===== config.mk =====
export PLATFORM = sky130hd
export DESIGN_NAME = lap_timer_ctrl
export DESIGN_NICKNAME = d
export VERILOG_FILES = /design/src/rtl/time_pkg.sv /design/src/rtl/bin2bcd_seq.sv /design/src/rtl/lap_timer_ctrl.sv
export SDC_FILE = /design/constraint.sdc
export NUM_CORES = 1
export LEC_CHECK = 0
export BUFFER_PORTS_ARGS = -buffer_cell sky130_fd_sc_hd__buf_2
export CAP_MARGIN = 20
export CORE_MARGIN = 2
export CORE_UTILIZATION = 50
export CTS_BUF_LIST = sky130_fd_sc_hd__clkbuf_2
export DETAILED_ROUTE_END_ITERATION = 7
export GPL_ROUTABILITY_DRIVEN = 0
export PLACE_DENSITY_LB_ADDON = 0.05
export REMOVE_ABC_BUFFERS = 1
export SYNTH_ARGS = -nofsm -noshare
export SYNTH_HDL_FRONTEND = slang
export SYNTH_SLANG_ARGS = --single-unit

===== constraint.sdc =====
create_clock -name clk -period 5.49 [get_ports clk]
set_input_delay 0.549 -clock clk [delete_from_list [all_inputs] [get_ports clk]]
set_output_delay 0.549 -clock clk [all_outputs]
set_load 0.02 [all_outputs]

===== src/rtl/time_pkg.sv =====
// Shared time type, lap FSM states and BCD helpers
// for the lap/split timer and its display path.
package time_pkg;

  localparam int TIME_W     = 20;
  localparam int BCD_DIGITS = 7;

  typedef logic [TIME_W-1:0] time_t;
  typedef logic [BCD_DIGITS-1:0][3:0] bcd_t;

  typedef enum logic [1:0] {
    IDLE,
    RUN,
    HOLD
  } lap_state_e;

  typedef enum logic [1:0] {
    CV_IDLE,
    CV_SHIFT,
    CV_OUT
  } cv_phase_e;

  function automatic time_t time_delta(
    input time_t now,
    input time_t mark
  );
    return now - mark;
  endfunction

  function automatic logic is_best_interval(
    input time_t d,
    input time_t best,
    input logic  have
  );
    return !have || (d <= best);
  endfunction

endpackage


===== src/rtl/bin2bcd_seq.sv =====
// Sequential double-dabble converter feeding a
// most-significant-first digit stream (valid/ready).
module bin2bcd_seq
  import time_pkg::*;
(
  input  logic       clk,
  input  logic       rst,
  input  logic       clr_i,
  input  logic       start_i,
  input  time_t      bin_i,
  output logic       idle_o,
  output logic [3:0] digit_o,
  output logic [2:0] digit_idx_o,
  output logic       digit_valid_o,
  input  logic       digit_ready_i
);

  localparam int SW = BCD_DIGITS * 4 + TIME_W;

  cv_phase_e   phase_q;
  time_t       bin_q;
  bcd_t        bcd_q;
  logic [4:0]  cnt_q;
  logic [2:0]  idx_q;
  bcd_t        adj;
  logic [SW-1:0] sh;
  logic [BCD_DIGITS*4-1:0] flat;

  always_comb begin
    adj = bcd_q;
    for (int i = 0; i < BCD_DIGITS; i++) begin
      if (bcd_q[i] >= 4'd5) adj[i] = bcd_q[i] + 4'd3;
    end
    sh = {adj, bin_q} << 1;
  end

  always_ff @(posedge clk or posedge rst) begin
    if (rst) begin
      phase_q <= CV_IDLE;
      bin_q   <= '0;
      bcd_q   <= '0;
      cnt_q   <= '0;
      idx_q   <= '0;
    end else if (clr_i) begin
      phase_q <= CV_IDLE;
      bin_q   <= '0;
      bcd_q   <= '0;
      cnt_q   <= '0;
      idx_q   <= '0;
    end else begin
      unique case (phase_q)
        CV_IDLE: begin
          if (start_i) begin
            bin_q   <= bin_i;
            bcd_q   <= '0;
            cnt_q   <= '0;
            phase_q <= CV_SHIFT;
          end
        end
        CV_SHIFT: begin
          bcd_q <= sh[SW-1:TIME_W];
          bin_q <= sh[TIME_W-1:0];
          cnt_q <= cnt_q + 5'd1;
          if (cnt_q == 5'(TIME_W - 1)) begin
            phase_q <= CV_OUT;
            idx_q   <= 3'(BCD_DIGITS - 1);
          end
        end
        CV_OUT: begin
          if (digit_ready_i) begin
            if (idx_q == 3'd0) phase_q <= CV_IDLE;
            else idx_q <= idx_q - 3'd1;
          end
        end
        default: phase_q <= CV_IDLE;
      endcase
    end
  end

  // Digit and index come straight from held registers,
  // so they stay stable while the display stalls.
  assign flat          = bcd_q;
  assign digit_o       = 4'(flat >> {idx_q, 2'b00});
  assign digit_idx_o   = idx_q;
  assign digit_valid_o = (phase_q == CV_OUT);
  assign idle_o        = (phase_q == CV_IDLE);

endmodule


===== src/rtl/lap_timer_ctrl.sv =====
// Lap/split timer: command FSM, tick prescaler,
// best-lap tracking and a one-deep display queue.
module lap_timer_ctrl
  import time_pkg::*;
#(
  parameter int unsigned TICK_DIV = 50000
) (
  input  logic       clk,
  input  logic       rst,
  input  logic       start_i,
  input  logic       lap_i,
  input  logic       stop_i,
  input  logic       clear_i,
  output logic       running_o,
  output logic       lap_valid_o,
  output time_t      lap_time_o,
  output time_t      best_time_o,
  output logic       best_valid_o,
  output logic       new_best_o,
  output logic [3:0] digit_o,
  output logic [2:0] digit_idx_o,
  output logic       digit_valid_o,
  input  logic       digit_ready_i,
  output logic       busy_o
);

  localparam int PW = (TICK_DIV > 1) ? $clog2(TICK_DIV) : 1;
  localparam logic [PW-1:0] PMAX = PW'(TICK_DIV - 1);

  lap_state_e    state_q;
  logic          start_q, lap_q, stop_q;
  logic [PW-1:0] presc_q, presc_d;
  time_t         now_q, now_d, mark_q;
  time_t         lap_q_t, best_q, pend_val_q, delta;
  logic          lap_valid_q, new_best_q, best_valid_q;
  logic          pend_q, tick, rec, conv_idle, conv_start;

  always_comb begin
    tick       = (state_q == RUN) && (presc_q == PMAX);
    rec        = (state_q == RUN) && (stop_q || lap_q);
    delta      = time_delta(now_q, mark_q);
    conv_start = pend_q && conv_idle;
    presc_d    = presc_q;
    now_d      = now_q;
    if (state_q == RUN) begin
      presc_d = tick ? '0 : presc_q + 1'b1;
      if (tick) now_d = now_q + 1'b1;
    end
    if (state_q == IDLE && start_q) begin
      presc_d = '0;
      now_d   = '0;
    end
  end

  // Commands are registered first, so every command
  // acts one edge after it is sampled. Clear acts at once.
  always_ff @(posedge clk or posedge rst) begin
    if (rst) begin
      state_q <= IDLE;
      {start_q, lap_q, stop_q} <= '0;
      presc_q <= '0;
      now_q <= '0;
      mark_q <= '0;
      lap_q_t <= '0;
      best_q <= '0;
      best_valid_q <= 1'b0;
      lap_valid_q <= 1'b0;
      new_best_q <= 1'b0;
      pend_q <= 1'b0;
      pend_val_q <= '0;
    end else if (clear_i) begin
      state_q <= IDLE;
      {start_q, lap_q, stop_q} <= '0;
      presc_q <= '0;
      now_q <= '0;
      mark_q <= '0;
      lap_q_t <= '0;
      best_q <= '0;
      best_valid_q <= 1'b0;
      lap_valid_q <= 1'b0;
      new_best_q <= 1'b0;
      pend_q <= 1'b0;
      pend_val_q <= '0;
    end else begin
      start_q <= start_i;
      lap_q <= lap_i;
      stop_q <= stop_i;
      presc_q <= presc_d;
      now_q <= now_d;
      lap_valid_q <= 1'b0;
      new_best_q <= 1'b0;
      if (conv_start) pend_q <= 1'b0;
      if (rec) begin
        mark_q <= now_q;
        lap_q_t <= delta;
        lap_valid_q <= 1'b1;
        pend_q <= 1'b1;
        pend_val_q <= delta;
        if (is_best_interval(delta, best_q, best_valid_q)) begin
          best_q <= delta;
          best_valid_q <= 1'b1;
          new_best_q <= 1'b1;
        end
      end
      unique case (state_q)
        IDLE: begin
          if (start_q) begin
            mark_q <= '0;
            state_q <= RUN;
          end
        end
        RUN:  if (stop_q) state_q <= HOLD;
        HOLD: if (start_q) state_q <= RUN;
        default: state_q <= IDLE;
      endcase
    end
  end

  bin2bcd_seq u_conv (
    .clk           (clk),
    .rst           (rst),
    .clr_i         (clear_i),
    .start_i       (conv_start),
    .bin_i         (pend_val_q),
    .idle_o        (conv_idle),
    .digit_o       (digit_o),
    .digit_idx_o   (digit_idx_o),
    .digit_valid_o (digit_valid_o),
    .digit_ready_i (digit_ready_i)
  );

  assign running_o    = (state_q == RUN);
  assign lap_valid_o  = lap_valid_q;
  assign lap_time_o   = lap_q_t;
  assign best_time_o  = best_q;
  assign best_valid_o = best_valid_q;
  assign new_best_o   = new_best_q;
  assign busy_o       = pend_q || !conv_idle;

endmodule


==> metrics.md <==
| Metric | Value |
|---|---|
| Pre-CTS WS | roughly 0.95 ns |
| FF+latch area | roughly 0.004 sq mm |
| Status | completed |
| Vias in the first global route | 7410 |
| Wirelength, routed | ~23 mm |
| Setup bufs post-CTS | 0 |
| Hold Buf Count CTS | 4 |
| Setup crit end kind | register |
| Clock Tree Buf Depth | 2 |
| Clk_lat worst skew | between 0.7 and 0.8 ns |
| Largest net degree at the start of global routing | 59 |
| Final Max Slew Viols | 0 |
| # resized after CTS | 0 |
| Worst Setup Path Type | register to register |
| Yosys top cell by area | dfrtp_1 |
| Total core area | between 0.015 and 0.02 sq mm |
| Post-synthesis sequential area ratio | approximately 43% |
| Data arrival time of the critical path | 5.29 ns |
| Largest family of logic cells by synthesized area | simple AND/OR/NAND/NOR gates |
| Synth Cell Area | 0.009563 sq mm |
| RSZ-0062 raised after global routing | false |
| Fmax | 0.2151 GHz |
| Clk slew on worst S/H paths | 0.28 ns |
| Final Hold Fails | 0 |
| Dpl hpwl | 15.93 mm |
| Chip height | approximately 140 microns |
| Number of flops mapped to enable cells by yosys | 0 |
| PwrDens | 213.5 mW/mm^2 |
| R2r setup slk | 0.84 ns |
| Detailed Route Iter0 Violations | 406 |
| Post-synth ARST share | 100.0% |
| Clock root cell | clkbuf_2 |
| Die width | 142.3 microns |
| Setup crit start kind | register |
| Simple-gate share of the synthesized area | between 15 and 20% |
| Cell depth of the worst min-delay path | 4 |
| Rel. slew slack | between 40% and 50% |
| Post-route setup TNS | 0 ns |
| Row cnt | 50 |
| Reg2Reg Depth | 18 |
| CTS sink count | 163 |
| Final net count | 1187 |
| # fillers | 1776 |
| Tmin final | 4.650 ns |
| Xor and xnor area share after synthesis | 3.755% |
| Share of cells above drive strength 1 | between 10% and 20% |
| Post-synth cell types | 66 |
| Area contributors post-synth | dfrtp_1 43%, ha_1 7.6%, a21oi_1 5.5% |
| FF+latch count, synth | 163 |
| Post-synthesis adder-cell area fraction | 7.798% |
| Power consumption | 0.002212 W |
| Most common flop cell mapped by yosys | dfrtp_1 |
| RR Startpoint | now_q[0]$_DFFE_PP0P_ |
| DRT Pass-1 Iters | 5 |
| IR drop worst, VDD | 0.0001725 V |
| Starting Density | about half |
| Vias after detailed routing | about 7.8k |
| Io pins | 60 |
| I/O Buffers | between 50 and 60 |
| Post-synthesis mux area share | ~2.3% |
| Drc violations | 0 |
| TritonCTS clock tree | built |
| Hold WC Path Type | input port to register |
| First-pass GRT wire length | approximately 38 mm |
| Share of the synthesized area in the top cell type | between 40% and 50% |
| Mean Syn Cell Area | 8.871 sq um |
| Multi-input gate area | 0.005021 sq mm |
| Final core occ | a little under three fifths |
| Hold Path End | u_conv.phase_q[1]$_DFFE_PP0P_ |
| Number of max-cap violations | 0 |
| Worst-path fanout max | 11 |
| Via density | 5.666 |
| LEAKAGE | 4.736 nW |
| Grt total ovfl | 0 |
| # setup viols final | 0 |
| Area Overhead vs Synth | 8.321% |
| H-tree Lvls | 4 |
| Synth warnings | 0 |
| Critical R2R Capture | best_time_o[19]$_DFFE_PP0P_ |
| Final setup margin | 0.8402 ns |
| Antenna viol nets, final | 0 |
| Mapped Cells | ~1.1k |
| WL per Instance | between 15 and 20 microns |
| Period utilisation layout | 84.70% |
| Num CTS Buffers | 17 |
| Initial antenna violation count | 1 |
| Synth Area in Compound Gates | a little under a fifth |
| Min Hold Slack | 0.1358 ns |
| Die area | 0.02025 sq mm |
| Crit path required time | 6.13 ns |
| GRT Util Overall | 23.47% |
| Hold path start | digit_ready_i |
| Clk_skew | 0.04565 ns |
| Slew @ Worst Pin | 0.8343 ns |
cells by family after synthesis:
logic type	Yosys count
AO/OA/AOI/OAI	275
multiplexers	17
buffers and inverters	129
XOR/XNOR	41
AND/OR/NAND/NOR	394
adder cells (fa/ha/maj)	59
flip-flops	163
synth_stat cells, types with 3 or more instances:
cell / n
a211oi_1: 12
a21o_1: 9
a21oi_1: 105
a221oi_1: 19
a22oi_1: 3
a31o_2: 4
a31oi_1: 3
a32o_1: 8
and2_1: 12
and3_1: 10
and4_1: 4
buf_1: 6
clkbuf_1: 43
dfrtp_1: 163
ha_1: 58
inv_1: 76
mux2i_1: 11
mux4_2: 4
nand2_1: 124
nand2b_1: 13
nand3_1: 37
nand3b_1: 3
nand4_1: 19
nand4b_1: 3
nor2_1: 115
nor2b_1: 11
nor3_1: 13
nor4_1: 3
o2111ai_1: 3
o211ai_1: 9
o21a_1: 5
o21ai_0: 46
o21bai_1: 3
o22ai_1: 9
o31ai_1: 15
o32ai_1: 4
or3_1: 11
or4_1: 6
xnor2_1: 13
xor2_1: 28
worst max-delay path, stage by stage, from the launching register on:
cell and delay (ns):
dfrtp_1 0.47, inv_1 0.10, ha_1 0.18, inv_1 0.06, fa_1 0.39, a21oi_1 0.19, o21ai_0 0.18, a211oi_1 0.41
o21ai_0 0.17, xnor2_1 0.36, inv_1 0.08, ha_1 0.30, nand2_1 0.09, nor4_1 0.42, o31ai_1 0.18, a32oi_2 0.44
buf_4 0.27, a31oi_1 0.06, a211oi_1 0.22
layout by cell type (no fill, tap or decap), types with 5 or more instances in the layout:
master      n
dfrtp_1   163
nand2_1   124
nor2_1    113
a21oi_1   105
inv_1      75
buf_2      59
ha_1       58
o21ai_0    46
nand3_1    37
xor2_1     28
nand4_1    19
a221oi_1   19
clkbuf_2   18
o31ai_1    15
buf_4      14
nor3_1     13
nand2b_1   13
xnor2_1    13
and2_1     12
a211oi_1   12
or3_1      11
mux2i_1    11
nor2b_1    10
and3_1     10
o211ai_1    9
a21o_1      9
o22ai_1     9
a32o_1      8
or4_1       6
inv_6       6
o21a_1      5
final cells by class:
| type | count | share of cell area [%] |
|---|---|---|
| multi-input combinational | 786 | 48.47 |
| sequential | 163 | 39.38 |
| timing repair buffer | 77 | 4.252 |
| tap | 234 | 2.826 |
| inverter | 76 | 2.802 |
| clock inverter | 14 | 1.377 |
| clock buffer | 18 | 0.8697 |
| antenna | 1 | 0.02416 |
through the flow:
stage          area [sq um]  std cells
2_1_floorplan          9354       1025
4_1_cts               10350       1367
6_report              10360       1369
3_3_place_gp          10080       1331
5_1_grt               10360       1369
3_5_place_dp          10080       1331
layer usage:
layer  vias to the layer above  wire [microns]  GRT usage [%]
met5                         -               0              0
met4                         0             347          5.836
met3                        17             760          3.264
met2                       122            9979          35.62
met1                      3711           11470          35.59
li1                       3907               -              -
how the worst max path moves through the flow:
| stage | startpoint | end |
|---|---|---|
| 5_1_grt | now_q[0]$_DFFE_PP0P_ | best_time_o[19]$_DFFE_PP0P_ |
| 6_report | now_q[0]$_DFFE_PP0P_ | best_time_o[19]$_DFFE_PP0P_ |
| 3_5_place_dp | now_q[0]$_DFFE_PP0P_ | best_time_o[19]$_DFFE_PP0P_ |
| 3_3_place_gp | now_q[0]$_DFFE_PP0P_ | best_time_o[19]$_DFFE_PP0P_ |
| 4_1_cts | now_q[0]$_DFFE_PP0P_ | best_time_o[19]$_DFFE_PP0P_ |
| 2_1_floorplan | rst | best_time_o[0]$_DFFE_PP0P_ |
flip-flops by register name, indices dropped and copies added, names as in the netlist:
register            cells
best_time_o            20
u_conv.bcd_q           28
lap_valid_o             1
presc_q                16
u_conv.phase_q          2
pend_q                  1
pend_val_q             20
u_conv.digit_idx_o      3
u_conv.cnt_q            5
u_conv.bin_q           20
lap_q                   1
start_q                 1
state_q                 2
mark_q                 20
best_valid_o            1
new_best_o              1
now_q                  20
stop_q                  1
where the power goes:
part,switching [W],internal [W]
sequential,0.0000207,0.00123
combinational,0.000198,0.0000990
clock,0.000483,0.000182
No activity file was read; power rests on OpenSTA's default activity.
